==> src/rtl/cpu_pkg.sv <==
// cpu_pkg: shared widths and write-port arbiter state encoding
package cpu_pkg;
  localparam int XLEN = 32;
  localparam int REG_ADDR_W = 5;
  typedef enum logic [1:0] {IDLE, WAIT, FORCE} arb_state_e;
endpackage

==> src/rtl/wb_scoreboard.sv <==
// wb_scoreboard: busy vector of destinations with outstanding multi-cycle results
module wb_scoreboard import cpu_pkg::*; (
  input  logic                  clk,
  input  logic                  rst_n,
  input  logic                  set_en_i,
  input  logic [REG_ADDR_W-1:0] set_addr_i,
  input  logic                  clr_en_i,
  input  logic [REG_ADDR_W-1:0] clr_addr_i,
  input  logic [REG_ADDR_W-1:0] rs1_addr_i,
  input  logic [REG_ADDR_W-1:0] rs2_addr_i,
  output logic [31:0]           busy_o,
  output logic                  rs1_busy_o,
  output logic                  rs2_busy_o
);
  logic [31:0] sb_q, sb_d;
  // set is applied after clear so a same-cycle set wins; x0 never becomes busy
  always_comb sb_d = ((sb_q & ~(32'(clr_en_i) << clr_addr_i)) | (32'(set_en_i) << set_addr_i)) & ~32'h1;
  always_ff @(posedge clk or negedge rst_n)
    if (!rst_n) sb_q <= '0;
    else sb_q <= sb_d;
  assign busy_o = sb_q;
  assign rs1_busy_o = sb_q[rs1_addr_i];
  assign rs2_busy_o = sb_q[rs2_addr_i];
endmodule

==> src/rtl/wb_port_arbiter.sv <==
// wb_port_arbiter: shares the register-file write port between pipeline writeback
// and the mul/div unit, with a forced one-cycle stall so mul/div cannot starve
module wb_port_arbiter import cpu_pkg::*; #(
  parameter int XLEN     = cpu_pkg::XLEN,
  parameter int MAX_WAIT = 4
) (
  input  logic                  clk,
  input  logic                  rst_n,
  input  logic                  a_valid,
  input  logic [REG_ADDR_W-1:0] a_rd,
  input  logic [XLEN-1:0]       a_data,
  input  logic                  b_valid,
  input  logic [REG_ADDR_W-1:0] b_rd,
  input  logic [XLEN-1:0]       b_data,
  output logic                  b_ready,
  input  logic                  issue_valid,
  input  logic [REG_ADDR_W-1:0] issue_rd,
  output logic                  issue_ready,
  input  logic [REG_ADDR_W-1:0] rs1_addr,
  input  logic [REG_ADDR_W-1:0] rs2_addr,
  output logic                  rs1_busy,
  output logic                  rs2_busy,
  output logic                  stall_pipe,
  output logic                  reg_we,
  output logic [REG_ADDR_W-1:0] reg_waddr,
  output logic [XLEN-1:0]       reg_wdata
);
  arb_state_e            state_q;
  logic [3:0]            wait_cnt_q;
  logic                  stall_q, we_q, we_d, a_take;
  logic [REG_ADDR_W-1:0] waddr_q, waddr_d;
  logic [XLEN-1:0]       wdata_q, wdata_d;
  logic [31:0]           busy;

  wb_scoreboard u_sb (
    .clk        (clk),
    .rst_n      (rst_n),
    .set_en_i   (issue_valid && issue_ready && issue_rd != '0),
    .set_addr_i (issue_rd),
    .clr_en_i   (b_ready),
    .clr_addr_i (b_rd),
    .rs1_addr_i (rs1_addr),
    .rs2_addr_i (rs2_addr),
    .busy_o     (busy),
    .rs1_busy_o (rs1_busy),
    .rs2_busy_o (rs2_busy)
  );

  assign issue_ready = (issue_rd == '0) || !busy[issue_rd];
  assign b_ready = b_valid && (!a_valid || state_q == FORCE);
  // in FORCE the frozen pipeline re-presents A next cycle, so it is not consumed now
  assign a_take = a_valid && state_q != FORCE;

  always_comb begin
    we_d    = b_ready ? (b_rd != '0) : a_take ? (a_rd != '0) : 1'b0;
    waddr_d = b_ready ? b_rd : a_take ? a_rd : waddr_q;
    wdata_d = b_ready ? b_data : a_take ? a_data : wdata_q;
  end

  always_ff @(posedge clk or negedge rst_n)
    if (!rst_n) begin
      we_q    <= 1'b0;
      waddr_q <= '0;
      wdata_q <= '0;
    end else begin
      we_q    <= we_d;
      waddr_q <= waddr_d;
      wdata_q <= wdata_d;
    end

  always_ff @(posedge clk or negedge rst_n)
    if (!rst_n) begin
      state_q    <= IDLE;
      wait_cnt_q <= '0;
      stall_q    <= 1'b0;
    end else begin
      case (state_q)
        IDLE:
          if (b_valid && !b_ready) begin
            state_q    <= (MAX_WAIT == 1) ? FORCE : WAIT;
            stall_q    <= (MAX_WAIT == 1);
            wait_cnt_q <= 4'd1;
          end
        WAIT:
          if (!b_valid || b_ready) begin
            state_q    <= IDLE;
            wait_cnt_q <= '0;
          end else begin
            wait_cnt_q <= wait_cnt_q + 4'd1;
            if (wait_cnt_q + 4'd1 == 4'(MAX_WAIT)) begin
              state_q <= FORCE;
              stall_q <= 1'b1;
            end
          end
        default: begin
          state_q    <= IDLE;
          wait_cnt_q <= '0;
          stall_q    <= 1'b0;
        end
      endcase
    end

  assign stall_pipe = stall_q;
  assign reg_we     = we_q;
  assign reg_waddr  = waddr_q;
  assign reg_wdata  = wdata_q;
endmodule

==> config.mk <==
export PLATFORM = sky130hd
export DESIGN_NAME = wb_port_arbiter
export DESIGN_NICKNAME = d
export VERILOG_FILES = /design/src/rtl/cpu_pkg.sv /design/src/rtl/wb_scoreboard.sv /design/src/rtl/wb_port_arbiter.sv
export SDC_FILE = /design/constraint.sdc
export NUM_CORES = 1
export LEC_CHECK = 0
export CAP_MARGIN = 20
export CORE_MARGIN = 3
export CORE_UTILIZATION = 45
export DETAILED_ROUTE_END_ITERATION = 16
export GPL_ROUTABILITY_DRIVEN = 1
export PLACE_DENSITY = 0.87
export SETUP_SLACK_MARGIN = 0.1
export SLEW_MARGIN = 20
export SYNTH_ARGS = -nofsm -noshare
export SYNTH_HDL_FRONTEND = slang
export SYNTH_HIERARCHICAL = 1
export SYNTH_SLANG_ARGS = --single-unit
==> constraint.sdc <==
create_clock -name clk -period 4.3 [get_ports clk]
set_input_delay 1.29 -clock clk [delete_from_list [all_inputs] [get_ports clk]]
set_output_delay 1.29 -clock clk [all_outputs]
set_load 0.02 [all_outputs]
* Yosys cells after proc, flatten, opt, wreduce, memory -nomap -nowiden *
Index checks and enable logic that the tools add are counted.

word-level totals
  bits in read-only memories = 0
  bits in writable memories = 0
  bits in latches = 0
  input port bits = 94
  memories = 0
  flip-flop bits (word level) = 76
  output and inout bits = 43
  word-level logic and storage cells = 67

operators by class
  equal/unequal tests = 8
  add/subtract/negate cells = 1
  $mul = 0
  bitwise logic cells = 3
  div/mod/pow operators = 0
  magnitude comparators = 3
  muxes and demuxes = 23
  shifts and indexed selects = 2
  reductions and logical operators = 20

operators with widths
  cell                                                                           number
  32-bit 2-to-1 mux                                                              2
  1-bit by 5-bit left shift with 32-bit output                                   2
  32-bit bitwise AND                                                             1
  32-bit NOT                                                                     1
  32-bit OR                                                                      1
  5-bit by 6-bit less-than comparator with 1-bit output (second input constant)  3
  1-bit binary-select mux with 5-bit select                                      3
  5-bit nonzero test                                                             3
  5-bit 2-to-1 mux                                                               2
  1-bit 2-to-1 mux                                                               8
  4-bit 2-to-1 mux                                                               2
  2-bit != test (second input constant)                                          4
  4-bit case mux with 2 select lines                                             1
  2-bit 2-to-1 mux                                                               3
  1-bit logical AND                                                              5
  5-bit logical NOT                                                              1
  4-bit by 1-bit adder with 4-bit output (second input constant)                 1
  4-bit by 3-bit equality test with 1-bit output (second input constant)         1
  1-bit logical NOT                                                              4
  2-bit case mux with 2 select lines                                             1
  1-bit logical OR                                                               3
  3-bit != test (second input constant)                                          1
  3-bit AND reduction                                                            1
  2-bit by 1-bit equality test with 1-bit output (second input constant)         1
  5 further kinds                                                                5

* Depth between registers and ports, before layout *
  depth after elaboration = 8
  mapped depth = 9
  depth with buffers taken out = 7

* By module *
The synthesis kept the hierarchy.

modules (own cells, without submodules)
  module           cells each  area each (sq um)  sequential area each (sq um)  times used
  wb_port_arbiter  231         2,418.6            1,126.1                       1
  wb_scoreboard    201         1,915.6            775.7                         1

* Worst setup path after synthesis *
No wires, ideal clock.

  kind = input -> output
  start = in issue_rd[0]
  end = out issue_ready
  arrival = 2,398 ps
  cell stages on the path = 5
  data required time = 3,010 ps
  buffers on the path = 1
  path slack = 612 ps
  cell sequence = buf_6 -> mux4_2 -> a22oi_2 -> nand3_2 -> nand3_1

on the way
  word-level cells in the longest chain between the ends = 4
  elaborated cells between the ends (all ways) = 5
  classes of those cells = mux: 2; reduce/logical: 3

ends and longest elaborated chain
  element                                    line                   source
  from (decl)                                wb_port_arbiter.sv:17  input logic [REG_ADDR_W-1:0] issue_rd,
  1-bit binary-select mux with 5-bit select  wb_port_arbiter.sv:49  assign issue_ready = (issue_rd == '0) || !busy[issue_rd];
  1-bit 2-to-1 mux (implied by the code)     wb_port_arbiter.sv:49
  1-bit logical NOT                          wb_port_arbiter.sv:49
  1-bit logical OR *                         wb_port_arbiter.sv:49
  to (decl)                                  wb_port_arbiter.sv:18  output logic issue_ready,

Every way passes the cells marked *; elsewhere a longest branch is shown, timed or not. The select of a mux whose other input is x is not followed.

* Final worst setup path *
  start = in rs2_addr[2]
  end = out rs2_busy

on the way
  word-level cells in the longest chain between the ends = 2

ends and longest elaborated chain
  element                                    line                   source
  from (decl)                                wb_port_arbiter.sv:20  input logic [REG_ADDR_W-1:0] rs2_addr,
  1-bit binary-select mux with 5-bit select  wb_scoreboard.sv:23    assign rs2_busy_o = sb_q[rs2_addr_i];
  1-bit 2-to-1 mux (implied by the code)     wb_scoreboard.sv:23
  to (decl)                                  wb_port_arbiter.sv:22  output logic rs2_busy,

Every way passes these cells. The select of a mux whose other input is x is not followed.

==> flow_metrics.py <==
metrics = {
    "outcome": {
        "outcome": "finished clean",
    },
    "route": {
        "dr.first_iter.drc_count": 380,
        "vias": 4153,
        "first_pass_iters": 5,
        "drcViolationCount": 0,
        "routedWlPerCell_um": 19.0,
        "ant_nets": 0,
        "wirelength_mm": 13.6,
        "vias_per_cell": 5.79,
    },
    "floorplan": {
        "die_y_um": 104,
        "dieArea_um2": 10800,
        "start_util_pct": 46.7,
        "pin_count": 137,
        "coreArea_um2": 9280,
        "std_cell_rows": 35,
        "die_w_um": 104,
    },
    "place": {
        "gp_congestion": 0.965,
        "dp_hpwl_mm": 10.3,
        "numPortBuffers": 136,
        "dp_slack_ps": -491,
    },
    "cells_and_area": {
        "diodes": 0,
        "layout_common_cells": "125 x clkdlybuf4s50_1, 76 x dfrtp_1, 63 x o21ai_0",
        "drive_gt1_share_pct": 12.6,
        "fin_nets": 680,
        "syn_to_final_growth_pct": 43.1,
        "layout_commonest_cell": "clkdlybuf4s50_1",
    },
    "clock_tree": {
        "worst_skew_pair.late_latency_ps": 350,
        "cts_inserted_buffers": 9,
        "clock-sinks": 76,
        "cts_max_path_buffers": 2,
        "cts_setup_buffers": 0,
        "cts_tree": "built",
        "cts-root-buf": "clkbuf_8",
        "htree_levels": 3,
        "cts.reportedPaths.clkPinSlew_ps": 80,
    },
    "logic_synthesis": {
        "synth_cells": 432,
        "synth_warnings": 6,
        "ys_ff_latch": 76,
        "synth_edf_count": 0,
        "async_flop_share_pct": 100,
        "synth_area_per_cell_um2": 10.0,
        "ys_types": 42,
        "synth_top_flop_cell": "dfrtp_1",
        "synth.cell_area_um2": 4330,
        "syn_nets": 528,
        "synth-seq-area-share_pct": 43.9,
    },
    "timing": {
        "maxSlewViolCount": 0,
        "setup_violations": 0,
        "tightest_slew_ps": 946,
        "rsz0062_at_grt": "yes",
        "fmax_mhz": 242,
        "fin_crit_sh_pct": 96.1,
        "setup_tns_ps": 0,
        "finalHoldViolCount": 0,
        "relSlewSlack_pct": 37.0,
        "skew_ps": 9.28,
        "setup_ws_ps": 168,
        "min_period_ps": 4130,
    },
    "worst_setup_path": {
        "path_class": "primary input to output pin",
        "crit_fanout": 12,
        "critPathCaptureType": "output pin",
        "cp_data_arrival_time_ps": 2840,
        "worstPathRequired_ps": 3010,
        "cp-start-kind": "primary input",
    },
    "grt": {
        "grt_first_pass_wirelength_mm": 21.8,
        "grt_pass1_vias": 4228,
        "grt_max_degree": 77,
        "track_usage_pct": 25.4,
        "grt_overflow_total": 0,
        "antenna_found_initial": 0,
    },
    "worst_hold_path": {
        "hold_path_class": "register to register",
    },
    "power": {
        "peakVddDrop_uv": 270,
        "power.density_nw_per_um2": 354,
        "p_leak_uw": 0.00261,
    },
    "run": {
        "maxCapViolations": 0,
    },
}
## path summary, 6_finish.rpt
check	start	to	slack, ps	cells past startpoint
setup / recovery	rs2_addr[2]	rs2_busy	170	7
hold / removal	stall_pipe	stall_pipe	550	2
setup reg to reg	u_sb/busy_o[5]	u_sb/busy_o[1]	1620	8
hold reg to reg	stall_pipe	stall_pipe	550	2
max in group asynchronous	rst_n	reg_wdata[20]	2610	1
min in group asynchronous	rst_n	u_sb/busy_o[5]	1080	1
## critical path, cell delays in order
cell	delay, ps
clkdlybuf4s50_1	500
buf_12	150
mux2i_1	110
a211oi_1	270
nand3_1	110
nand4_1	110
clkdlybuf4s15_2	280
## layout make-up
class                      count  area, um^2
tap                          129         161
clock buffer                  10         138
clock inverter                 5         100
inverter                       4        15.0
multi-input combinational    329        2320
timing repair buffer         164        1570
sequential                    76        1900
fill                         730        3080
## Yosys cell counts (3+ instances only)
cell type	instances	share of area (%)
or2_2	8	1.2
mux4_2	7	3.6
nand4_1	5	0.72
nand2_1	9	0.78
o21ai_0	63	7.3
dfrtp_1	76	44
nor2_1	45	3.9
nor2b_1	6	0.87
a22oi_1	5	0.87
buf_6	3	0.78
nand3b_1	12	2.1
a211oi_1	3	0.52
buf_2	11	1.3
inv_1	4	0.35
nand3_1	16	1.8
clkbuf_1	5	0.43
a21oi_1	47	5.4
mux4_1	5	3.0
mux2i_1	59	14
buf_4	3	0.52
nand2b_1	8	1.2
o211ai_1	3	0.52
## cells by family (layout without fill, tap and decap cells)
group | after synthesis | after routing | synth area share, %
other | 1 | 1 | 0.0865
buffers and inverters | 27 | 183 | 3.44
flip-flops | 76 | 76 | 43.9
AND/OR/NAND/NOR | 123 | 123 | 14.9
adder cells (fa/ha/maj) | 2 | 2 | 0.577
XOR/XNOR | 2 | 2 | 0.404
multiplexers | 72 | 72 | 20.6
AO/OA/AOI/OAI | 129 | 129 | 16.2
## power by group
group / switching [uW] / total, uW / internal [uW]
combinational: 284 / 601 / 317
sequential: 120 / 942 / 822
clock: 256 / 652 / 396
total: 660 / 2200 / 1540
## sequential cells by signal, indices dropped and copies added (netlist names)
register / flops
reg_wdata: 32
u_sb/busy_o: 31
reg_waddr: 5
wait_cnt_q: 4
state_q: 2
reg_we: 1
stall_pipe: 1
## stage by stage
step                power (uW)  std cells  utilization (%)  cell area [um^2]  hold slack, ps
floorplan                 1220        432                -              4330             495
global placement          1530        702             64.1              5950             531
detailed placement        1550        702             64.1              5950             538
CTS                       2200        717             66.6              6190             551
global route              2290        717             66.8              6200             577
finish                    2200        717             66.8              6200             554
## routing by layer
layer / track usage [%] / vias up / wire length, um
met4: 9.78 / 0 / 410
met5: 0 / - / 0
met1: 29.1 / 2014 / 5140
met2: 42.7 / 218 / 6730
li1: - / 1891 / -
met3: 10.1 / 30 / 1370
## what timing repair did
action | in CTS | in global routing
endpoints found under the setup margin | 3 | 3
gates resized for setup | 15 | 5
hold buffers | 0 | 0
pin swaps | 0 | 0
Note: power is estimated with default switching activity, not from simulation.
